--- src/rtl/wdog_reset_ctrl.sv ---
// Reset sequencer: POR hold, staged wdogresn/sys_resetn release, watchdog and software resets.
// Build option: define WDOG_RESET_CTRL_SW_REQ_EN to honour sw_reset_req (FULL_HOLD path).
module wdog_reset_ctrl #(
    parameter int HOLD_CYCLES = 16,
    parameter int WDOG_DELAY  = 4
) (
    input  logic       pclk,
    input  logic       presetn,
    input  logic       wdogres,
    input  logic       sw_reset_req,
    output logic       sys_resetn,
    output logic       wdogresn,
    output logic [1:0] reset_cause,
    output logic       busy
);

    typedef enum logic [2:0] {
        POR_HOLD  = 3'd0,
        WDOG_REL  = 3'd1,
        RUN       = 3'd2,
        SYS_HOLD  = 3'd3,
        FULL_HOLD = 3'd4
    } state_t;

    localparam logic [7:0] HOLD_LAST  = 8'(HOLD_CYCLES - 1);
    localparam logic [7:0] WREL_LAST  = 8'(WDOG_DELAY - 1);
    localparam logic [1:0] CAUSE_POR  = 2'b01;
    localparam logic [1:0] CAUSE_WDOG = 2'b10;
    localparam logic [1:0] CAUSE_SW   = 2'b11;

    logic [1:0] por_sync_q, por_sync_d;
    logic [2:0] wd_sync_q, wd_sync_d;
    state_t     state_q, state_d;
    logic [7:0] cnt_q, cnt_d;
    logic       sys_resetn_q, sys_resetn_d;
    logic       wdogresn_q, wdogresn_d;
    logic [1:0] cause_q, cause_d;
    logic       por_rel, wd_rise, sw_req, hold_done, wrel_done;

`ifdef WDOG_RESET_CTRL_SW_REQ_EN
    assign sw_req = sw_reset_req;
`else
    logic unused_sw_reset_req;
    assign unused_sw_reset_req = sw_reset_req;
    assign sw_req = 1'b0;
`endif

    // Synchronisers: por chain shifts in 1s so release lands on the 2nd edge;
    // third wdogres stage only exists to detect a synchronised 0->1.
    assign por_sync_d = {por_sync_q[0], 1'b1};
    assign wd_sync_d  = {wd_sync_q[1:0], wdogres};
    assign por_rel    = por_sync_q[1];
    assign wd_rise    = wd_sync_q[1] & ~wd_sync_q[2];
    assign hold_done  = (cnt_q == HOLD_LAST);
    assign wrel_done  = (cnt_q == WREL_LAST);

    always_ff @(posedge pclk or negedge presetn) begin
        if (!presetn) begin
            por_sync_q   <= 2'b00;
            wd_sync_q    <= 3'b000;
            state_q      <= POR_HOLD;
            cnt_q        <= 8'd0;
            sys_resetn_q <= 1'b0;
            wdogresn_q   <= 1'b0;
            cause_q      <= CAUSE_POR;
        end else begin
            por_sync_q   <= por_sync_d;
            wd_sync_q    <= wd_sync_d;
            state_q      <= state_d;
            cnt_q        <= cnt_d;
            sys_resetn_q <= sys_resetn_d;
            wdogresn_q   <= wdogresn_d;
            cause_q      <= cause_d;
        end
    end

    always_comb begin
        state_d = state_q;
        unique case (state_q)
            POR_HOLD:  if (por_rel && hold_done) state_d = WDOG_REL;
            WDOG_REL:  if (wrel_done) state_d = RUN;
            RUN: begin
                if (sw_req)       state_d = FULL_HOLD;
                else if (wd_rise) state_d = SYS_HOLD;
            end
            SYS_HOLD:  if (hold_done) state_d = RUN;
            FULL_HOLD: if (hold_done) state_d = WDOG_REL;
            default:   state_d = POR_HOLD;
        endcase
    end

    // Reset outputs are registered from the next state so they change on the entry edge.
    always_comb begin
        sys_resetn_d = (state_d == RUN);
        wdogresn_d   = (state_d == WDOG_REL) || (state_d == RUN) || (state_d == SYS_HOLD);
        cause_d      = cause_q;
        if (state_q == RUN && state_d == SYS_HOLD)  cause_d = CAUSE_WDOG;
        if (state_q == RUN && state_d == FULL_HOLD) cause_d = CAUSE_SW;
        if (state_d != state_q)
            cnt_d = 8'd0;
        else if (state_q == RUN || (state_q == POR_HOLD && !por_rel))
            cnt_d = 8'd0;
        else
            cnt_d = cnt_q + 8'd1;
    end

    assign sys_resetn  = sys_resetn_q;
    assign wdogresn    = wdogresn_q;
    assign reset_cause = cause_q;
    assign busy        = (state_q != RUN);

endmodule

--- config.mk ---
export PLATFORM = sky130hd
export DESIGN_NAME = wdog_reset_ctrl
export DESIGN_NICKNAME = d
export VERILOG_FILES = /design/src/rtl/wdog_reset_ctrl.sv
export SDC_FILE = /design/constraint.sdc
export NUM_CORES = 1
export LEC_CHECK = 0
export ABC_AREA = 1
export BUFFER_PORTS_ARGS = -buffer_cell sky130_fd_sc_hd__buf_2
export CAP_MARGIN = 0
export CORE_MARGIN = 2
export CORE_UTILIZATION = 50
export CTS_CLUSTER_DIAMETER = 80
export CTS_CLUSTER_SIZE = 20
export DETAILED_ROUTE_END_ITERATION = 10
export GPL_ROUTABILITY_DRIVEN = 0
export HOLD_SLACK_MARGIN = 0.12
export PLACE_DENSITY = 0.67
export SKIP_LAST_GASP = 1
export SLEW_MARGIN = 20
export SYNTH_ARGS = -nofsm -noshare
export SYNTH_HDL_FRONTEND = slang
export SYNTH_SLANG_ARGS = --single-unit
--- constraint.sdc ---
create_clock -name pclk -period 2.3 [get_ports pclk]
set_input_delay 0.23 -clock pclk [delete_from_list [all_inputs] [get_ports pclk]]
set_output_delay 0.23 -clock pclk [all_outputs]
set_load 0.02 [all_outputs]
Word-level counts from Yosys, hierarchy flattened --
Cells that the tools add are included.
Storage, ports and cells: register bits after elaboration 20, input port bits 4, output and inout bits 5, word-level logic and storage cells 42
Operators by class: $add $sub $neg 1, equality and inequality tests 12, muxes and demuxes 10, bitwise logic cells 2, reduce and logical (&&, ||, !) cells 10
Operators by type and width (count):
- $mux W8 | 2
- $mux W3 | 5
- $pmux W3 S5 | 1
- $eq A3 B2 Y1 const B | 4
- $add A8 B1 Y8 const B | 1
- $eq A8 B2 Y1 const B | 1
- $eq A8 B4 Y1 const B | 1
- $eq A3 B1 Y1 const B | 2
- $eq A3 B3 Y1 const B | 2
- $logic_and A1 B1 Y1 | 4
- $mux W2 | 2
- $logic_not A3 Y1 | 1
- $logic_or A1 B1 Y1 | 3
- $ne A3 B2 Y1 const B | 1
- $ne A3 B3 Y1 | 1
- $reduce_bool A2 Y1 | 1
- $and A1 B1 Y1 | 1
- $logic_not A1 Y1 | 1
- $not A1 Y1 | 1

Depth between registers and ports, before layout --
depth in word-level cells 8, gate-level depth with buffers 9, mapped depth without buffers 9

Worst setup path before layout --
OpenSTA, ideal clock, no wires.
path kind register to register, start register state_q[0], end register cnt_q[3], setup time 0.121 ns, arrival time 1.302 ns, required time 2.179 ns, setup slack 0.877 ns, cell stages (with the launch flop) 9, buffers on the path 0, clock period less this slack 1.423 ns, cells stage by stage dfrtp_1 -> inv_1 -> nand3_1 -> nor3_2 -> nor2_2 -> nand3_2 -> nand2_2 -> nand2_4 -> nor2_2
On the way: word-level cells in the longest chain between the ends 5, elaborated cells between the ends (all ways) 16, those cells by class eq/ne: 5; mux: 8; reduce/logical: 3
RTL lines:
- from (decl) | line 33 | state_t state_q, state_d;
- from (signal assigned) | line 69 | state_q <= state_d;
- branches (longest 4 deep; another with $pmux W3 S5)
- $mux W8 * | line 99 | if (state_d != state_q)
- named net cnt_d[3] | line 34 | logic [7:0] cnt_q, cnt_d;
- to (signal assigned) | line 70 | cnt_q <= cnt_d;
- to (decl) | line 34
Mark *: on every way through the listed nets, which the timed path passes. A chain may end at the register's enable or synchronous reset.

Worst setup path in the final report --
start register cnt_q[0], end register cnt_q[3]
On the way: word-level cells in the longest chain between the ends 6, elaborated cells between the ends (all ways) 12, those cells by class add/sub: 1; eq/ne: 3; mux: 7; reduce/logical: 1
RTL lines:
- $eq A8 B4 Y1 | line 54 | assign hold_done = (cnt_q == HOLD_LAST);
- $logic_and A1 B1 Y1 | line 80 | POR_HOLD: if (por_rel && hold_done) state_d = WDOG_REL;
- $mux W3 | line 80
- $pmux W3 S5 | line 79 | unique case (state_q)
- $ne A3 B3 Y1 | line 99
- $mux W8 * | line 99
- named net cnt_d[3] | line 34
The timed path passes the listed nets; every way through them passes the cells marked *.

==> PnR_summary.wiki <==
{| class="wikitable"
! Metric !! Value
|-
| Mapped Cells || slightly above 90
|-
| Maximum number of pins on one net before global-route repair || 21
|-
| Total wire length after detailed routing || between 1000 and 1500 um
|-
| Min cycle time layout || 1.56 ns
|-
| Min Hold Slack || ~0.36 ns
|-
| Result of the run || completed
|-
| Overflow left after global routing || 0
|-
| Number of vias after detailed routing || 622
|-
| Largest vdd supply drop || 0.417 mV
|-
| Depth of the critical timing path with buffers and inverters included || 9
|-
| Worst EP required || about 2.5 ns
|-
| Fraction of final layout cells with drive strength greater than 1 || 33.3%
|-
| Unrepaired setup endpoints after global routing || no
|-
| Wire length of the first global-routing pass || 2440 um
|-
| Antenna diode count || 0
|-
| Global-route usage over all layers || 16.0%
|-
| Pre-antenna DRT Iters || 4
|-
| Critical path endpoint category || flop
|-
| Slack of the worst reg-to-reg path || 0.74 ns
|-
| H-Tree Depth || 1
|-
| Number of nets in the synthesized netlist || 97
|-
| Core Rows || 15
|-
| Clock tree from TritonCTS || built
|-
| Number of violations of the max-capacitance limit || 0
|-
| Synth unique cells || 25
|-
| Area added between synthesis and finish || 13.4%
|-
| Data arrival time of the critical path || 1.79 ns
|-
| Number of buffers created by CTS || 3
|-
| Buffers on Ports || 7
|-
| Pleak || 0.515 nW
|-
| Syn avg cell area || 9.94 um^2
|-
| Die height || 46.8 um
|-
| Sequential element share of the synthesized area || 54.9%
|-
| Fill cell total of the finished layout || 159
|-
| Worst hold path cell count || 0
|-
| DRC violations left || 0
|-
| Delay contributed by the slowest stage of the critical path || 0.40 ns
|-
| Worst setup SP type || flop
|-
| Cell area after technology mapping || 915 um^2
|-
| Effective utilization at floorplan || 53.0%
|-
| Cell repeated most along the worst path || sky130_fd_sc_hd__nand2_2
|-
| Yosys reg bits || 20
|-
| Critical path class || reg -> reg
|-
| CTS root buffer || sky130_fd_sc_hd__clkbuf_4
|-
| Number of sinks driven by the clock tree || 20
|-
| Max Slew Vio Count || 0
|-
| Post-CTS Setup Repair Bufs || 0
|-
| Summed negative setup slack over all endpoints || 0 ns
|-
| Die Footprint || 2190 um^2
|-
| Period utilization || about 68%
|-
| Clock-pin slew on the worst setup and hold paths || 0.11 ns
|-
| Die span in x || 46.8 um
|-
| Count of final setup violators || 0
|-
| Routed vias/inst || 4.78
|-
| Worst clock skew || 0.00185 ns
|-
| Number of DRC violations after detailed-routing iteration 0 || 10
|-
| Combined buffer and inverter count along the critical path || 0
|-
| Routed wire per std cell || 10.7 um
|-
| Worst Reg-to-Reg Cells || 9
|-
| Areal power density over the cells || 594 nW/um^2
|-
| Maximum achievable frequency || about 640 MHz
|-
| Hold crit path type || reg -> reg
|-
| Clk Latency, worst-skew pair || roughly 0.29 ns
|-
| DRT antenna net count || 0
|-
| Via count of the first global-routing pass || about 590
|-
| Nets || 111
|-
| Top-level port count || 9
|-
| Count of synthesis-stage warnings from yosys || 0
|-
| Final hold vios || 0
|-
| Max Fanout on Critical Path || 8
|-
| CP delay by family, top || simple AND/OR/NAND/NOR gates
|-
| Dpl hpwl || between 1000 and 1500 um
|-
| Placeable core region || 1730 um^2
|-
| Ordered list of cells on the worst path || ha_1 -> nand3_2 -> nor2_4 -> nand2_2 -> nand2_2 -> nand3_2 -> nand2_2 -> nand2_4 -> nor2_2
|-
| Number of buffers between clock root and the deepest sink || 2
|-
| Number of antenna violations at the first check in global routing || 0
|-
| Critical Path Slowest Stage Cell || sky130_fd_sc_hd__dfrtp_1
|}
where the power goes:
group          internal (mW)  switching (mW)  total, mW
combinational         0.0185          0.0306     0.0491
clock                 0.0963          0.0994      0.196
sequential             0.364         0.00777      0.372
total                  0.479           0.138      0.616
final timing paths:
check                                   start              to
worst max-delay path                 cnt_q[0]        cnt_q[3]
worst max register to register       cnt_q[0]        cnt_q[3]
min in group asynchronous             presetn        wdogresn
worst min register to register  por_sync_q[0]   por_sync_q[1]
max in group asynchronous             presetn  reset_cause[0]
worst min-delay path            por_sync_q[0]   por_sync_q[1]
per-layer routing:
metal / share of wire, % / GRT usage [%]
met1: 51 / 23.5
met5: 0 / 0
met3: 2.3 / 2.31
met4: 1.5 / 8.33
met2: 45 / 23.0
stage by stage:
step | worst slack, ns | power [mW] | area [um^2] | utilization [%] | instances
after CTS | 0.742 | 0.631 | 1040 | 60.1 | 130
after floorplan | 0.877 | 0.410 | 915 | - | 92
final | 0.742 | 0.616 | 1040 | 60.1 | 130
after global routing | 0.595 | 0.649 | 1040 | 60.1 | 130
after detailed placement | 0.771 | 0.426 | 981 | 56.8 | 124
after global placement | 0.779 | 0.425 | 981 | 56.8 | 124
layout by cell type (no fill, tap or decap), types with 2 or more instances in the layout:
master / Yosys / final
sky130_fd_sc_hd__nor3_2: 2 / 2
sky130_fd_sc_hd__nand3_1: 6 / 6
sky130_fd_sc_hd__clkbuf_4: 0 / 3
sky130_fd_sc_hd__nand2_1: 10 / 10
sky130_fd_sc_hd__nor2_4: 2 / 2
sky130_fd_sc_hd__buf_2: 0 / 7
sky130_fd_sc_hd__or2_1: 2 / 2
sky130_fd_sc_hd__nor2_1: 9 / 9
sky130_fd_sc_hd__nand3_2: 2 / 2
sky130_fd_sc_hd__nor2_2: 11 / 11
sky130_fd_sc_hd__nand4_1: 2 / 2
sky130_fd_sc_hd__xor2_1: 2 / 2
sky130_fd_sc_hd__dlygate4sd3_1: 0 / 2
sky130_fd_sc_hd__xnor2_1: 2 / 2
sky130_fd_sc_hd__inv_1: 8 / 8
sky130_fd_sc_hd__dfrtp_1: 19 / 19
sky130_fd_sc_hd__nand2_2: 4 / 4
cell usage after synthesis:
library cell               number  area, um^2
sky130_fd_sc_hd__nand4_1        2        12.5
sky130_fd_sc_hd__ha_1           1        12.5
sky130_fd_sc_hd__and3_1         1        6.26
sky130_fd_sc_hd__a31oi_1        1        6.26
sky130_fd_sc_hd__conb_1         1        3.75
sky130_fd_sc_hd__dfstp_2        1        26.3
sky130_fd_sc_hd__nand3_1        6        30.0
sky130_fd_sc_hd__nand3_2        2        20.0
sky130_fd_sc_hd__nand2_2        4        25.0
sky130_fd_sc_hd__nand2_4        1        11.3
sky130_fd_sc_hd__nor2_1         9        33.8
sky130_fd_sc_hd__dfrtp_1       19         475
sky130_fd_sc_hd__inv_2          1        3.75
sky130_fd_sc_hd__or2_1          2        12.5
sky130_fd_sc_hd__o21ai_0        1        5.00
sky130_fd_sc_hd__nor2_2        11        68.8
sky130_fd_sc_hd__inv_1          8        30.0
sky130_fd_sc_hd__o21ai_1        1        5.00
sky130_fd_sc_hd__nor2_4         2        22.5
sky130_fd_sc_hd__nor3_2         2        20.0
sky130_fd_sc_hd__nand3b_1       1        7.51
sky130_fd_sc_hd__xnor2_1        2        17.5
sky130_fd_sc_hd__clkinv_1       1        3.75
sky130_fd_sc_hd__xor2_1         2        17.5
sky130_fd_sc_hd__nand2_1       10        37.5
timing repair:
action | in CTS | in global routing
hold buffers | 2 | 0
gates resized for setup | 0 | 0
hold endpoints to repair | 20 | 0
cell type report:
type                       instances  area [um^2]  area share (%)
inverter                          10         37.5            3.62
tap                               25         31.3            3.02
timing repair buffer               9         55.1            5.31
sequential                        20          502            48.4
clock buffer                       4         36.3            3.50
multi-input combinational         62          375            36.2
worst reg2reg max path, stage by stage, from the launching register on:
cell and delay, ns:
sky130_fd_sc_hd__dfrtp_1 0.40, sky130_fd_sc_hd__ha_1 0.24, sky130_fd_sc_hd__nand3_2 0.16, sky130_fd_sc_hd__nor2_4 0.18, sky130_fd_sc_hd__nand2_2 0.06, sky130_fd_sc_hd__nand2_2 0.09, sky130_fd_sc_hd__nand3_2 0.09, sky130_fd_sc_hd__nand2_2 0.09
sky130_fd_sc_hd__nand2_4 0.10, sky130_fd_sc_hd__nor2_2 0.09
flip-flops by register name, indices dropped and copies added (netlist names):
register,count
cnt_q,8
state_q,3
wd_sync_q,3
por_sync_q,2
reset_cause,2
sys_resetn,1
wdogresn,1
cells by family (layout without fill, tap and decap cells):
| logic type | Yosys count | in the layout | synth area share [%] |
|---|---|---|---|
| fa+ha+maj | 1 | 1 | 1.37 |
| other cells | 1 | 1 | 0.410 |
| simple gates | 53 | 53 | 33.7 |
| flops | 20 | 20 | 54.9 |
| xor+xnor | 4 | 4 | 3.83 |
| buf+inv | 10 | 23 | 4.10 |
| compound gates | 3 | 3 | 1.78 |
Note: power is estimated with default switching activity, not from simulation.
